===== src/rtl/hbm_stream_unpacker.sv =====
// rtl/hbm_stream_unpacker.sv - HBM read-beat FIFO and beat-to-element unpacker
module hbm_stream_unpacker #(
    parameter int IN_WIDTH     = 256,
    parameter int OUT_WIDTH    = 32,
    parameter int FIFO_DEPTH   = 16,
    parameter int AFULL_MARGIN = 4
) (
    input  logic                               clk,
    input  logic                               rst,
    input  logic                               flush,
    input  logic                               in_valid,
    input  logic [IN_WIDTH-1:0]                in_data,
    output logic                               out_valid,
    input  logic                               out_ready,
    output logic [OUT_WIDTH-1:0]               out_data,
    output logic                               out_last,
    output logic [$clog2(FIFO_DEPTH+1)-1:0]    fifo_count,
    output logic                               almost_full,
    output logic                               overflow,
    output logic [15:0]                        drop_count
);
    localparam int LANES = IN_WIDTH / OUT_WIDTH;
    localparam int PTR_W = $clog2(FIFO_DEPTH);
    localparam int CNT_W = $clog2(FIFO_DEPTH + 1);
    localparam int IDX_W = (LANES > 1) ? $clog2(LANES) : 1;

    localparam logic [CNT_W-1:0] DEPTH_C  = CNT_W'(FIFO_DEPTH);
    localparam logic [CNT_W-1:0] AFULL_TH = CNT_W'(FIFO_DEPTH - AFULL_MARGIN);
    localparam logic [IDX_W-1:0] LAST_IDX = IDX_W'(LANES - 1);

    typedef enum logic {
        ST_EMPTY = 1'b0,
        ST_HOLD  = 1'b1
    } state_t;

    state_t                         state_q, state_d;
    logic [IDX_W-1:0]               idx_q, idx_d;
    logic [IN_WIDTH-1:0]            mem [FIFO_DEPTH];
    logic [PTR_W-1:0]               wr_ptr_q, rd_ptr_q;
    logic [CNT_W-1:0]               count_q;
    logic [LANES-1:0][OUT_WIDTH-1:0] hold_q;
    logic                           ovf_q;
    logic [15:0]                    drops_q;
    logic                           fifo_full, fifo_empty;
    logic                           wr_en, drop_en, pop;

    // Full/empty come from the occupancy count, so a pop never frees a slot for the same edge.
    assign fifo_full   = (count_q == DEPTH_C);
    assign fifo_empty  = (count_q == '0);
    assign wr_en       = in_valid & ~flush & ~fifo_full;
    assign drop_en     = in_valid & ~flush & fifo_full;

    assign fifo_count  = count_q;
    assign almost_full = (count_q >= AFULL_TH);
    assign overflow    = ovf_q;
    assign drop_count  = drops_q;

    // Holding-stage state register.
    always_ff @(posedge clk or posedge rst) begin
        if (rst) begin
            state_q <= ST_EMPTY;
            idx_q   <= '0;
        end else begin
            state_q <= state_d;
            idx_q   <= idx_d;
        end
    end

    // Next state, pop decision and element outputs; last-lane handshake reloads without a bubble.
    always_comb begin
        state_d   = state_q;
        idx_d     = idx_q;
        pop       = 1'b0;
        out_valid = (state_q == ST_HOLD);
        out_data  = '0;
        out_last  = 1'b0;
        if (state_q == ST_HOLD) begin
            out_data = hold_q[idx_q];
            out_last = (idx_q == LAST_IDX);
        end
        if (flush) begin
            state_d = ST_EMPTY;
            idx_d   = '0;
        end else begin
            case (state_q)
                ST_EMPTY: begin
                    if (!fifo_empty) begin
                        pop     = 1'b1;
                        state_d = ST_HOLD;
                        idx_d   = '0;
                    end
                end
                ST_HOLD: begin
                    if (out_ready) begin
                        if (idx_q != LAST_IDX) begin
                            idx_d = idx_q + 1'b1;
                        end else if (!fifo_empty) begin
                            pop   = 1'b1;
                            idx_d = '0;
                        end else begin
                            state_d = ST_EMPTY;
                            idx_d   = '0;
                        end
                    end
                end
                default: begin
                    state_d = ST_EMPTY;
                    idx_d   = '0;
                end
            endcase
        end
    end

    // FIFO pointers and occupancy; flush empties the queue regardless of traffic.
    always_ff @(posedge clk or posedge rst) begin
        if (rst) begin
            wr_ptr_q <= '0;
            rd_ptr_q <= '0;
            count_q  <= '0;
        end else if (flush) begin
            wr_ptr_q <= '0;
            rd_ptr_q <= '0;
            count_q  <= '0;
        end else begin
            if (wr_en) wr_ptr_q <= wr_ptr_q + 1'b1;
            if (pop)   rd_ptr_q <= rd_ptr_q + 1'b1;
            case ({wr_en, pop})
                2'b10:   count_q <= count_q + 1'b1;
                2'b01:   count_q <= count_q - 1'b1;
                default: count_q <= count_q;
            endcase
        end
    end

    // Beat storage; contents are don't-care until written, so no reset.
    always_ff @(posedge clk) begin
        if (wr_en) mem[wr_ptr_q] <= in_data;
    end

    // Holding register captures the FIFO head on every pop.
    always_ff @(posedge clk or posedge rst) begin
        if (rst) begin
            hold_q <= '0;
        end else if (pop) begin
            hold_q <= mem[rd_ptr_q];
        end
    end

    // Sticky overflow and saturating drop counter, cleared by flush.
    always_ff @(posedge clk or posedge rst) begin
        if (rst) begin
            ovf_q   <= 1'b0;
            drops_q <= '0;
        end else if (flush) begin
            ovf_q   <= 1'b0;
            drops_q <= '0;
        end else if (drop_en) begin
            ovf_q <= 1'b1;
            if (drops_q != 16'hFFFF) drops_q <= drops_q + 16'd1;
        end
    end
endmodule


===== config.mk =====
export PLATFORM = sky130hd
export DESIGN_NAME = hbm_stream_unpacker
export DESIGN_NICKNAME = d
export VERILOG_FILES = /design/src/rtl/hbm_stream_unpacker.sv
export SDC_FILE = /design/constraint.sdc
export NUM_CORES = 2
export LEC_CHECK = 0
export BUFFER_PORTS_ARGS = -buffer_cell sky130_fd_sc_hd__buf_2
export CAP_MARGIN = 5
export CORE_MARGIN = 4
export CORE_UTILIZATION = 51
export DETAILED_ROUTE_END_ITERATION = 16
export PLACE_DENSITY_LB_ADDON = 0.08
export SYNTH_ARGS = -nofsm -noshare
export SYNTH_HDL_FRONTEND = slang
export SYNTH_SLANG_ARGS = --single-unit

===== constraint.sdc =====
create_clock -name clk -period 20.2 [get_ports clk]
set_input_delay 4.04 -clock clk [delete_from_list [all_inputs] [get_ports clk]]
set_output_delay 4.04 -clock clk [all_outputs]
set_load 0.005 [all_outputs]

==> results.txt <==
CTS Root Cell: clkbuf_16
Total GRT Usage: 0.249
Vias: 74,300
Top FF cell, synth: edfxtp_1
Routed wire per std cell: 34.9 µm
Peak supply drop: 0.0975 mV
Met3 WL: 30,600 µm
Top post-synthesis cells by area: edfxtp_1 (74%), mux4_2 (18%), dfrtp_1 (4.4%)
Post-CTS Resized: 0
Row count: 209
Mapped Area: 0.167 mm²
Netlist cell types: 42
Vias in the first global route: 75,600
Cts bufs inserted: 447
Synth cell count leaders: edfxtp_1 (4,096), mux4_2 (1,344), dfrtp_1 (290), mux2_2 (257), clkbuf_1 (183)
Antenna violations before repair: 129
CP Max Fanout: 48
Max layer used: met5
Die Wd: 580 µm
Final WL: 415,000 µm
Synth Register Bits: 4,386
Reg clk slew, reported paths: 60 ps
Global-route wire length before repair: 590,000 µm
Biggest area consumer among synthesized cells: edfxtp_1
Fin. Hold Viols: 0
CTS sink count: 4,386
Post-CTS Hold Buffers: 0
Detailed-route DRC error count: 0
Startpoint Class: flop
CP Class: flop to output pin
Post-synthesis sequential area ratio: 0.782
Total grt overflow: 0
Final HPWL from detailed placement: 235,000 µm
Hold WC Path Type: flop to flop
Slew HR: 0.0901
Drt via density: 6.25
DP Worst Slack: 11,130 ps
WL met1: 178,000 µm
Final Util: 0.579
Worst-Skew Late Latency: 980 ps
Final-stage net count: 7,403
Period utilization: 0.412
Cells after synthesis: 6,573
Max Slew Vio Count: 0
Slew @ Worst Pin: 1360 ps
PwrDens: 124 mW/mm²
RSZ-0062 raised after global routing: no
Post-CTS setup repair buffer count: 0
# IOs: 318
Antenna-violating nets left: 0
Skew final: 43.0 ps
Core ar.: 0.325 mm²
Required time worst endpoint: 16,160 ps
Clk buf depth: 4
Die area: 0.336 mm²
Post-synth EDFFs: 4,096
Mean post-synth cell area: 25.3 µm²
Post-synth top area share: 0.738
Most common cell in the synthesized netlist: edfxtp_1
Port Buffers: 317
Critical path endpoint category: output pin
Leakage: 58.3 nW
Die height: 580 µm
Critical path arrival: 4290 ps
CTS tree: yes
F_max: 120 MHz
Max-Cap Viols: 0
First-pass iteration count of the detailed router: 7
Initial Utilization: 0.513
Period minus WS final: 8330 ps
Post-synth net total: 6,844
RePlAce Congestion: 0.797
Final setup fails: 0
Synth async-reset ratio: 0.0661
Status: complete, no violations
Initial DRC count: 7,808
Largest net degree at the start of global routing: 156
H-tree levels: 5
Yosys Warn Count: 0
Area delta synth->final: 12.9%
Final setup margin: 11,870 ps
Share of cells above drive strength 1: 0.363
DR WL met2: 195,000 µm
[per-stage QoR]
step                      area (µm²)  setup TNS, ps  power, mW  hold WS [ps]  cells
after floorplan               167000       -2673710       13.7           475   6573
after detailed placement      173000              0       15.4           493  11000
final                         188000              0       23.3           503  11900
after global placement        173000              0       15.4           486  11000
after global routing          188000              0       24.1           515  11900
after CTS                     188000              0       23.6           507  11800
[worst max-delay path, stage by stage (launching register included)]
cell and delay, ps:
dfrtp_4 710, buf_4 780, mux4_2 650, mux2i_1 850, nor2b_1 100, buf_2 170
[flip-flops by register name, summed over array words and instances (netlist names)]
name	cells
out_valid	1
idx_q	3
rd_ptr_q	4
drop_count	16
fifo_count	5
wr_ptr_q	4
hold_q	256
overflow	1
mem	4096
[cell type report]
cell class	instances	area (µm²)
fillers	23300	137000
flip-flops and latches	4386	130000
multi-input cells	1832	34800
clock buffers	589	12100
well taps	4325	5410
repair buffers	453	2860
clock inverters	244	2440
diodes	47	118
inverters	12	52.6
[power by group]
part	total [mW]	leakage [nW]	internal [mW]	switching, mW
Sequential	10.7	40.4	10.4	0.394
Combinational	4.37	10.8	2.12	2.25
Clock	8.17	7.14	4.75	3.42
[worst paths after layout]
path | startpoint | endpoint | slack, ps | cells after the start
worst max register to register | rd_ptr_q[0] | hold_q[207] | 13690 | 8
worst max-delay path | idx_q[0] | out_data[31] | 11870 | 5
max in group asynchronous | rst | hold_q[107] | 15440 | 3
worst min-delay path | hold_q[16] | hold_q[16] | 500 | 1
min in group asynchronous | rst | hold_q[163] | 3200 | 2
worst min register to register | hold_q[16] | hold_q[16] | 500 | 1
[routing by layer]
layer,global-route usage,vias to the layer above
met5,0,-
met4,0.0649,42
met3,0.0477,593
met2,0.379,2651
met1,0.376,41300
li1,-,29700
[cells in the final DEF, fill, tap and decap left out, drive strengths merged, types with 2 or more instances in the layout]
cell type	synthesis	final
a21oi	7	7
o21ai	2	2
clkinv	0	179
and3	5	5
mux2	258	258
buf	160	453
nand4	6	6
dfrtp	290	290
mux2i	37	37
mux4	1344	1344
and2	10	10
a21boi	2	2
nor4	4	4
ha	10	10
nor3	7	7
a211oi	2	2
xnor2	7	7
a31oi	2	2
nand3	7	7
nor2	46	46
nand2	16	16
inv	12	25
xor2	17	17
a32oi	2	2
clkbuf	183	589
edfxtp	4096	4096
nor2b	32	32
diode	0	47
clkinvlp	0	10
bufinv	0	42
[logic make-up (layout without fill, tap and decap cells)]
family                     Yosys count  count (layout)  share of synthesized area
muxes                             1639            1639                      0.201
other                                0              47                          0
xor gates and xnor gates            24              24                    0.00126
DFF                               4386            4386                      0.782
and+or+nand+nor                    138             138                    0.00424
buffers and inverters              355            1298                    0.00958
AOI/OAI and AO/OA                   21              21                   0.000984
adders and majority gates           10              10                   0.000751
(Power assumes the default switching activity.)
